### src/rtl/c5_bus_ctrl_if.sv
// Bus bundle between c5_bus_ctrl and its neighbours: CPU look-ahead bus,
// synchronous RAM port, handshaked IO port and the error status line.
interface c5_bus_ctrl_if;
  // CPU side
  logic [31:2] I_cpu_address_next;
  logic [3:0]  I_cpu_byte_we_next;
  logic [31:0] I_cpu_data_w;
  logic [31:0] O_cpu_data_r;
  logic        O_cpu_mem_pause;
  // RAM side
  logic        O_ram_enable;
  logic [3:0]  O_ram_we;
  logic [31:2] O_ram_address;
  logic [31:0] O_ram_data_w;
  logic [31:0] I_ram_data_r;
  // IO side
  logic        O_io_req;
  logic [3:0]  O_io_we;
  logic [31:2] O_io_address;
  logic [31:0] O_io_data_w;
  logic        I_io_ack;
  logic [31:0] I_io_data_r;
  // status
  logic        O_bus_error;

  // slave: the controller; master: CPU + memories around it
  modport slave (
    input  I_cpu_address_next, I_cpu_byte_we_next, I_cpu_data_w,
    input  I_ram_data_r, I_io_ack, I_io_data_r,
    output O_cpu_data_r, O_cpu_mem_pause,
    output O_ram_enable, O_ram_we, O_ram_address, O_ram_data_w,
    output O_io_req, O_io_we, O_io_address, O_io_data_w,
    output O_bus_error
  );

  modport master (
    output I_cpu_address_next, I_cpu_byte_we_next, I_cpu_data_w,
    output I_ram_data_r, I_io_ack, I_io_data_r,
    input  O_cpu_data_r, O_cpu_mem_pause,
    input  O_ram_enable, O_ram_we, O_ram_address, O_ram_data_w,
    input  O_io_req, O_io_we, O_io_address, O_io_data_w,
    input  O_bus_error
  );
endinterface

### src/rtl/c5_bus_ctrl.sv
// Memory-bus controller behind c5_cpu: decodes each look-ahead access to
// single-cycle RAM, a stalling handshaked IO port, or an unmapped bus error.
module c5_bus_ctrl #(
  parameter int unsigned RAM_BYTES  = 4096,
  parameter logic [31:0] IO_BASE    = 32'h2000_0000,
  parameter int unsigned IO_TIMEOUT = 255
) (
  input  logic          I_clk,
  input  logic          I_rst,
  c5_bus_ctrl_if.slave  bus
);

  localparam logic [31:0] RAM_LIM = RAM_BYTES;
  localparam logic [7:0]  TO_LAST = 8'(IO_TIMEOUT - 1);

  typedef enum logic       {IDLE, IO_WAIT} state_t;
  typedef enum logic [1:0] {SRC_NONE, SRC_RAM, SRC_IO} src_t;

  typedef struct packed {
    logic [3:0]  we;
    logic [31:2] addr;
    logic [31:0] data;
  } io_req_t;

  state_t      state, state_nx;
  src_t        src, src_nx;
  io_req_t     io_q, io_nx;
  logic [31:0] rd_q, rd_nx;
  logic [7:0]  cnt, cnt_nx;
  logic        err_q, err_nx;
  logic        ram_sel, ram_on;
  logic        hit_ram, hit_io, timeout;

  // RAM wins when the two windows overlap
  assign hit_ram = {bus.I_cpu_address_next, 2'b00} < RAM_LIM;
  assign hit_io  = !hit_ram && (bus.I_cpu_address_next[31:28] == IO_BASE[31:28]);
  assign timeout = (cnt == TO_LAST);

  always_ff @(posedge I_clk or posedge I_rst) begin
    if (I_rst) begin
      state <= IDLE;
      src   <= SRC_NONE;
      io_q  <= '0;
      rd_q  <= 32'h0;
      cnt   <= 8'h0;
      err_q <= 1'b0;
    end else begin
      state <= state_nx;
      src   <= src_nx;
      io_q  <= io_nx;
      rd_q  <= rd_nx;
      cnt   <= cnt_nx;
      err_q <= err_nx;
    end
  end

  always_comb begin
    state_nx = state;
    src_nx   = src;
    io_nx    = io_q;
    rd_nx    = rd_q;
    cnt_nx   = cnt;
    err_nx   = 1'b0;
    ram_sel  = 1'b0;
    unique case (state)
      IDLE: begin
        if (hit_ram) begin
          ram_sel = 1'b1;
          src_nx  = SRC_RAM;
        end else if (hit_io) begin
          io_nx.we   = bus.I_cpu_byte_we_next;
          io_nx.addr = bus.I_cpu_address_next;
          io_nx.data = bus.I_cpu_data_w;
          cnt_nx     = 8'h0;
          state_nx   = IO_WAIT;
        end else begin
          // unmapped: write dropped, read returns zero, error next cycle
          err_nx = 1'b1;
          src_nx = SRC_NONE;
        end
      end
      IO_WAIT: begin
        // ack beats a timeout landing on the same cycle
        if (bus.I_io_ack) begin
          rd_nx    = bus.I_io_data_r;
          src_nx   = SRC_IO;
          cnt_nx   = 8'h0;
          state_nx = IDLE;
        end else if (timeout) begin
          rd_nx    = 32'h0;
          src_nx   = SRC_IO;
          err_nx   = 1'b1;
          cnt_nx   = 8'h0;
          state_nx = IDLE;
        end else begin
          cnt_nx = cnt + 8'd1;
        end
      end
      default: state_nx = IDLE;
    endcase
  end

  // RAM port is a straight pass-through, held at zero during reset
  assign ram_on            = ram_sel & ~I_rst;
  assign bus.O_ram_enable  = ram_on;
  assign bus.O_ram_we      = ram_on ? bus.I_cpu_byte_we_next : 4'h0;
  assign bus.O_ram_address = I_rst ? 30'h0 : bus.I_cpu_address_next;
  assign bus.O_ram_data_w  = I_rst ? 32'h0 : bus.I_cpu_data_w;

  assign bus.O_io_req        = (state == IO_WAIT);
  assign bus.O_cpu_mem_pause = (state == IO_WAIT);
  assign bus.O_io_we         = io_q.we;
  assign bus.O_io_address    = io_q.addr;
  assign bus.O_io_data_w     = io_q.data;
  assign bus.O_bus_error     = err_q;

  always_comb begin
    bus.O_cpu_data_r = 32'h0;
    case (src)
      SRC_RAM: bus.O_cpu_data_r = bus.I_ram_data_r;
      SRC_IO:  bus.O_cpu_data_r = rd_q;
      default: bus.O_cpu_data_r = 32'h0;
    endcase
  end

endmodule

### src/flat_wrapper.sv
// flat-port wrapper written by rule: the top's interface ports become plain ports
module c5_bus_ctrl_flat 
#(
  parameter int unsigned RAM_BYTES  = 4096,
  parameter logic [31:0] IO_BASE    = 32'h2000_0000,
  parameter int unsigned IO_TIMEOUT = 255
)
  (I_clk, I_rst, bus_I_cpu_address_next, bus_I_cpu_byte_we_next, bus_I_cpu_data_w, bus_I_ram_data_r, bus_I_io_ack, bus_I_io_data_r, bus_O_cpu_data_r, bus_O_cpu_mem_pause, bus_O_ram_enable, bus_O_ram_we, bus_O_ram_address, bus_O_ram_data_w, bus_O_io_req, bus_O_io_we, bus_O_io_address, bus_O_io_data_w, bus_O_bus_error);
  c5_bus_ctrl_if bus_i ();
  input  logic I_clk;
  input  logic I_rst;
  input wire logic [$bits(bus_i.I_cpu_address_next)-1:0] bus_I_cpu_address_next;
  input wire logic [$bits(bus_i.I_cpu_byte_we_next)-1:0] bus_I_cpu_byte_we_next;
  input wire logic [$bits(bus_i.I_cpu_data_w)-1:0] bus_I_cpu_data_w;
  input wire logic [$bits(bus_i.I_ram_data_r)-1:0] bus_I_ram_data_r;
  input wire logic [$bits(bus_i.I_io_ack)-1:0] bus_I_io_ack;
  input wire logic [$bits(bus_i.I_io_data_r)-1:0] bus_I_io_data_r;
  output wire logic [$bits(bus_i.O_cpu_data_r)-1:0] bus_O_cpu_data_r;
  output wire logic [$bits(bus_i.O_cpu_mem_pause)-1:0] bus_O_cpu_mem_pause;
  output wire logic [$bits(bus_i.O_ram_enable)-1:0] bus_O_ram_enable;
  output wire logic [$bits(bus_i.O_ram_we)-1:0] bus_O_ram_we;
  output wire logic [$bits(bus_i.O_ram_address)-1:0] bus_O_ram_address;
  output wire logic [$bits(bus_i.O_ram_data_w)-1:0] bus_O_ram_data_w;
  output wire logic [$bits(bus_i.O_io_req)-1:0] bus_O_io_req;
  output wire logic [$bits(bus_i.O_io_we)-1:0] bus_O_io_we;
  output wire logic [$bits(bus_i.O_io_address)-1:0] bus_O_io_address;
  output wire logic [$bits(bus_i.O_io_data_w)-1:0] bus_O_io_data_w;
  output wire logic [$bits(bus_i.O_bus_error)-1:0] bus_O_bus_error;
  assign bus_i.I_cpu_address_next = bus_I_cpu_address_next;
  assign bus_i.I_cpu_byte_we_next = bus_I_cpu_byte_we_next;
  assign bus_i.I_cpu_data_w = bus_I_cpu_data_w;
  assign bus_i.I_ram_data_r = bus_I_ram_data_r;
  assign bus_i.I_io_ack = bus_I_io_ack;
  assign bus_i.I_io_data_r = bus_I_io_data_r;
  assign bus_O_cpu_data_r = bus_i.O_cpu_data_r;
  assign bus_O_cpu_mem_pause = bus_i.O_cpu_mem_pause;
  assign bus_O_ram_enable = bus_i.O_ram_enable;
  assign bus_O_ram_we = bus_i.O_ram_we;
  assign bus_O_ram_address = bus_i.O_ram_address;
  assign bus_O_ram_data_w = bus_i.O_ram_data_w;
  assign bus_O_io_req = bus_i.O_io_req;
  assign bus_O_io_we = bus_i.O_io_we;
  assign bus_O_io_address = bus_i.O_io_address;
  assign bus_O_io_data_w = bus_i.O_io_data_w;
  assign bus_O_bus_error = bus_i.O_bus_error;
  c5_bus_ctrl #(.RAM_BYTES(RAM_BYTES), .IO_BASE(IO_BASE), .IO_TIMEOUT(IO_TIMEOUT)) u_core (.I_clk(I_clk), .I_rst(I_rst), .bus(bus_i));
endmodule
### config.mk
export PLATFORM = sky130hd
export DESIGN_NAME = c5_bus_ctrl_flat
export DESIGN_NICKNAME = d
export VERILOG_FILES = /design/src/rtl/c5_bus_ctrl_if.sv /design/src/rtl/c5_bus_ctrl.sv /design/src/flat_wrapper.sv
export SDC_FILE = /design/constraint.sdc
export NUM_CORES = 1
export LEC_CHECK = 0
export BUFFER_PORTS_ARGS = -buffer_cell sky130_fd_sc_hd__buf_2
export CORE_AREA = 5 5 114 116
export DETAILED_ROUTE_END_ITERATION = 8
export DIE_AREA = 0 0 119 121
export PLACE_DENSITY = 0.88
export SYNTH_ARGS = -nofsm -noshare
export SYNTH_HDL_FRONTEND = slang
export SYNTH_SLANG_ARGS = --single-unit
### constraint.sdc
create_clock -name I_clk -period 7.4 [get_ports I_clk]
set_clock_uncertainty 0.1 [all_clocks]
set_input_delay 0.74 -clock I_clk [delete_from_list [all_inputs] [get_ports I_clk]]
set_output_delay 0.74 -clock I_clk [all_outputs]
set_load 0.01 [all_outputs]
==> run_results.csv, run 1 <==
group,metric,value,unit
clock_network,root_buffer,"clkbuf_16",
floorplan,start_util,0.432,
setup_path,cp.arrival,2350,ps
route,firstDrtPassIters,4,
power,switching_share,0.288,
power,power_leakage,3.53,nW
floorplan,die_area,0.0144,sq mm
clock_network,cts_setup_buffers,0,
placed_design,dp_hpwl,12.1,mm
yosys,synth_edf_count,0,
setup_path,required,6560,ps
placed_design,place_area,0.00665,sq mm
yosys,synth.top_cell.area_share,0.540,
yosys,ys_warn_count,0,
min_path,hold_depth,1,
clock_network,cts.path.max_buffers,2,
sta,finalCriticalPeriod,3190,ps
min_path,min-delay-start,"u_core.bus.O_io_data_w[27]",
power,internal-power,0.00117,W
clock_network,htreeDepth,3,
status,outcome,"finished, final reports clean",
clock_network,cts_tree,"done",
sta,rsz0062_at_grt,"false",
cells_and_area,drive_gt1_frac,0.497,
route,route.detailed.drc,0,
cells_and_area,finalNetCount,858,
sta,tightest_slew,1130,ps
sta,hold_viol,0,
setup_path,reg2reg_from,"u_core.bus.O_cpu_mem_pause",
yosys,netlist_top_cells_area,"dfrtp_1 (54%), mux2_2 (8.2%), nor2b_1 (8.1%)",
clock_network,post_cts_resized,0,
yosys,synth.avg_cell_area,11.6,sq um
yosys,ys_ff_latch,110,
sta,fmax,0.314,GHz
route,postRouteAntennaNets,0,
placed_design,gp_routability_congestion,0.805,
clock_network,ctsHoldBuffers,0,
sta,final_max_slew_viol_count,0,
cells_and_area,synthToLayoutAreaGrowth,36.2,%
floorplan,io_pins,301,
route,wirelength,15.5,mm
sta,timing.setup.tns,0,ps
route,wire_per_inst,17.8,um
yosys,syn_inst,438,
global_route,grt_pass1_vias,4694,
floorplan,rows,40,
power,p_comb_frac,0.231,
setup_path,worst_setup_path_end_kind,"primary output",
clock_network,clkSlewWorstSetupHoldPaths,70,ps
global_route,grt_overflow,0,
yosys,synth.distinct_cells,35,
global_route,grt_usage,0.216,
floorplan,design.core.area,0.0118,sq mm
yosys,synth_top_area_cell,"dfrtp_1",
min_path,whs_endpoint,"u_core.bus.O_io_data_w[27]",
floorplan,die_h,121,um
clock_network,clock_sinks,110,
global_route,antenna_found_initial,0,
power,seq_power_share,0.488,
cells_and_area,antenna_cells,0,
sta,relSlewSlack,0.249,
yosys,async_flop_share,1.00,
power,peakVddDrop,0.000185,V
clock_network,clk-insertion-delay-late,350,ps
clock_network,numCtsBuffers,9,
floorplan,chipWidth,119,um
power,clkPwrFrac,0.281,
yosys,synthesis.area,0.00510,sq mm
power,p_per_area,237,mW/mm^2
setup_path,startpoint_type,"input port",
setup_path,critPathKind,"input port to primary output",
global_route,grt_max_degree,69,
placed_design,io_buffer_count,300,
yosys,ys.flop_type,"dfrtp_1",
route,num_vias,4523,
cells_and_area,fin_area,0.00694,sq mm
cells_and_area,n_fill_cell,1011,
global_route,grt_pass1_wl,24.7,mm
sta,fin_crit_sh,0.431,
setup_path,worstReg2RegEnd,"u_core.bus.O_io_data_w[14]",
yosys,synth_commonest_cells,"dfrtp_1 (110), nor2b_1 (66), mux2_2 (37)",
setup_path,reg2reg_depth,3,
setup_path,r2r_setup_slack,5240,ps
min_path,hold_class,"flop to flop",
sta,setup-violations-final,0,
setup_path,cp_max_fo,6,
power,switchingPower,0.000474,W
yosys,synth-seq-area-share,0.540,
yosys,yosysMostFrequentCell,"dfrtp_1",
route,drtIter0Drc,270,
sta,whs,379,ps
flow_run,drv_cap,0,
route,viasPerCell,5.18,
yosys,synth_nets,575,
power by group through the flow:
stage	clock, W	combinational [W]	sequential, W
CTS	0.000474	0.000387	0.000803
global route	0.000503	0.000418	0.000822
global placement	0	0.000376	0.000806
detailed placement	0	0.000384	0.000812
floorplan	0	0.000159	0.000845
finish	0.000463	0.000381	0.000804
critical path, stage by stage:
cell and delay [ps]:
buf_2 120, nor4_1 330, nand4_1 180, or3_1 520, nor3b_1 270, buf_2 180
per-stage QoR:
stage	power, W	worst slack, ps	util	std cells
6_report	0.00165	4210	0.588	873
3_5_place_dp	0.00120	4210	0.563	857
2_1_floorplan	0.00100	3240	-	438
5_1_grt	0.00174	4110	0.588	873
4_1_cts	0.00166	4200	0.588	873
3_3_place_gp	0.00118	4260	0.563	857
flip-flops by register name, summed over array words and instances (netlist names):
name and cells:
u_core.bus.O_io_we 4, u_core.rd_q 32, u_core.src 2, u_core.bus.O_io_data_w 32
u_core.bus.O_cpu_mem_pause 1, u_core.cnt 8, u_core.bus.O_io_address 30, u_core.bus.O_bus_error 1
routing by layer:
metal | wire length [um] | part of all wire | track usage
met1 | 5860 | 0.38 | 0.250
met4 | 451 | 0.029 | 0.0898
met3 | 1670 | 0.11 | 0.0844
met5 | 0 | 0 | 0
met2 | 7520 | 0.49 | 0.357
cells by family after synthesis:
logic type	Yosys count	synth area share
AOI/OAI and AO/OA	82	0.122
muxes	62	0.137
buffers and inverters	37	0.0361
and+or+nand+nor	141	0.151
DFF	110	0.540
xor gates and xnor gates	2	0.00344
adders and majority gates	4	0.00982
placed cells by master, fill, tap and decap left out, drive strengths merged, types with 2 or more instances in the layout:
| master | netlist | routed |
|---|---|---|
| nand4 | 2 | 2 |
| dfrtp | 110 | 110 |
| nor4 | 3 | 3 |
| nor3 | 3 | 3 |
| nor2 | 37 | 37 |
| nor3b | 5 | 5 |
| nand3 | 4 | 4 |
| clkinv | 0 | 2 |
| buf | 8 | 304 |
| o21ai | 10 | 10 |
| nand2 | 13 | 13 |
| mux2 | 62 | 62 |
| inv | 5 | 6 |
| clkbuf | 24 | 12 |
| ha | 4 | 4 |
| a22o | 32 | 32 |
| a22oi | 32 | 32 |
| nor2b | 66 | 66 |
| nand2b | 2 | 2 |
| or3 | 2 | 2 |
| a21oi | 3 | 3 |
final cells by class:
class | count | area (sq um) | area share
Clock buffer | 12 | 256 | 0.0370
Clock inverter | 4 | 30.0 | 0.00433
Inverter | 5 | 21.3 | 0.00306
Multi-Input combinational cell | 291 | 2160 | 0.312
Sequential cell | 110 | 2750 | 0.397
Tap cell | 147 | 184 | 0.0265
Timing Repair Buffer | 304 | 1530 | 0.221
how the worst max path moves through the flow:
stage	slack [ps]	from	end
after floorplan	3240	I_rst	u_core.bus.O_bus_error
after global placement	4260	bus_I_cpu_address_next[24]	bus_O_ram_we[1]
after detailed placement	4210	bus_I_cpu_address_next[24]	bus_O_ram_we[1]
after CTS	4200	bus_I_cpu_address_next[24]	bus_O_ram_we[1]
after global routing	4110	u_core.src[1]	bus_O_cpu_data_r[14]
final	4210	bus_I_cpu_address_next[24]	bus_O_ram_we[1]
Note: power is estimated with default switching activity, not from simulation.
==> run 2, diff against run 1 <==
- CORE_AREA: 5 5 114 116 -> unset
- CORE_MARGIN: unset -> 5
- CORE_UTILIZATION: unset -> 40
- DIE_AREA: 0 0 119 121 -> unset
- PLACE_DENSITY: 0.88 -> 0.85
- clock period: 7.4 -> 2.65 ns (I/O delays scaled with it)
==> run 2 against run 1 <==
Effect of this change:
- clock-buffer cell count shrank 1
- cell count grew 4.4%
- utilization shrank 2.4 points
==> run_results.csv, run 2 (synthesis gave the netlist of run 1 again) <==
group,metric,value,unit
cells_and_area,final_cell_mix,"buf_2 (300), dfrtp_1 (110), nor2b_1 (66)",
route,route.detailed.drc,0,
floorplan,design.core.area,0.0126,sq mm
route,wire_per_inst,16.8,um
floorplan,die_h,123,um
setup_path,critPathKind,"input port to primary output",
sta,rsz0062_at_grt,"false",
sta,fmax,0.430,GHz
power,peakVddDrop,0.000425,V
cells_and_area,layout_commonest_cell,"buf_2",
sta,timing.setup.tns,0,ps
global_route,grt_max_degree,69,
flow_run,drv_cap,0,
sta,final_max_slew_viol_count,0,
global_route,antenna_found_initial,0,
sta,hold_viol,0,
global_route,grt_overflow,0,
placed_design,io_buffer_count,300,
clock_network,cts_setup_buffers,0,
setup_path,cp_max_fo,6,
floorplan,rows,41,
setup_path,crit_slowest_cell,"or3_1",
clock_network,clock_sinks,110,
floorplan,io_pins,301,
cells_and_area,finalNetCount,871,
placed_design,dp_cells,895,
clock_network,clkSlewWorstSetupHoldPaths,70,ps
setup_path,crit_path_frequent_cell,"buf_2",
setup_path,cp.arrival,1960,ps
cells_and_area,drive_gt1_frac,0.505,
power,p_per_area,642,mW/mm^2
sta,fin_crit_sh,0.877,
route,num_vias,4523,
sta,tightest_slew,1190,ps
power,power_leakage,3.60,nW
cells_and_area,n_fill_cell,1071,
setup_path,required,2290,ps
global_route,grt_pass1_vias,4451,
min_path,hold_class,"input port to flop",
setup_path,reg2reg_depth,3,
clock_network,root_buffer,"clkbuf_16",
clock_network,post_cts_resized,0,
global_route,grtUsageMet3,0.0627,
cells_and_area,antenna_cells,0,
power,fin_total_pwr,0.00455,W
clock_network,htreeDepth,3,
clock_network,ctsHoldBuffers,0,
global_route,grt_pass1_wl,23.4,mm
floorplan,die_area,0.0151,sq mm
sta,fin_ws,326,ps
clock_network,clk-insertion-delay-late,340,ps
route,firstDrtPassIters,4,
clock_network,cts_tree,"done",
placed_design,gp_routability_congestion,0.819,
setup_path,cpPeakStageDelay,570,ps
floorplan,chipWidth,123,um
global_route,use_met1,0.239,
cells_and_area,fin_cells,911,
route,viasPerCell,4.96,
setup_path,startpoint_type,"input port",
setup_path,r2r_setup_slack,800,ps
setup_path,crit_chain,"buf_2 > nor4_1 > nand4_1 > or3_1 > nor3b_1 > buf_2",
sta,whs,45.2,ps
min_path,hold_depth,2,
status,outcome,"finished, final reports clean",
route,drtIter0Drc,243,
route,wirelength,15.3,mm
floorplan,start_util,0.406,
placed_design,dp_hpwl,12.1,mm
global_route,grt_usage,0.199,
route,postRouteAntennaNets,0,
cells_and_area,synthToLayoutAreaGrowth,39.1,%
sta,finalCriticalPeriod,2320,ps
global_route,grtUsageMet2,0.338,
placed_design,post-place-ws,351,ps
sta,relSlewSlack,0.203,
clock_network,cts.path.max_buffers,2,
clock_network,numCtsBuffers,9,
global_route,busiest_layer,"met2",
sta,setup-violations-final,0,
setup_path,worst_setup_path_end_kind,"primary output",
[run 2: per-stage QoR]
step	utilization	cell area (sq um)
after detailed placement	0.543	6820
after CTS	0.564	7090
final	0.564	7090
after global routing	0.564	7090
after floorplan	-	5100
after global placement	0.543	6820
[run 2: critical path: cells and delay by family]
kind,cells,cell delay [ps]
and+or+nand+nor,4,1400
buffers and inverters,2,290
[run 2: layer usage]
layer	share of wire	wire length (um)	vias up
met5	0	0	-
met4	0.020	300	0
met3	0.11	1620	19
met2	0.48	7410	227
met1	0.39	6010	2138
li1	-	-	2139
[run 2: worst paths after layout]
| check | startpoint | endpoint |
|---|---|---|
| max | bus_I_cpu_address_next[24] | bus_O_ram_we[1] |
| min | bus_I_io_data_r[29] | u_core.rd_q[29] |
| max reg2reg | u_core.bus.O_cpu_mem_pause | u_core.bus.O_io_data_w[20] |
| min reg2reg | u_core.bus.O_io_address[29] | u_core.bus.O_io_address[29] |
| max in group asynchronous | I_rst | u_core.rd_q[4] |
| min in group asynchronous | I_rst | u_core.bus.O_io_address[4] |
[run 2: area by class of cell]
cell class	count	area, sq um	area share
clock inverters	5	35.0	0.00494
well taps	172	215	0.0304
repair buffers	317	1670	0.235
flip-flops and latches	110	2750	0.388
multi-input cells	291	2160	0.305
clock buffers	11	233	0.0328
inverters	5	22.5	0.00318
[run 2: power by group]
| part | internal, W | switching, W | leakage [nW] |
|---|---|---|---|
| combinational | 0.000548 | 0.000523 | 2.11 |
| clock | 0.000641 | 0.000594 | 0.130 |
| sequential | 0.00205 | 0.000202 | 1.36 |
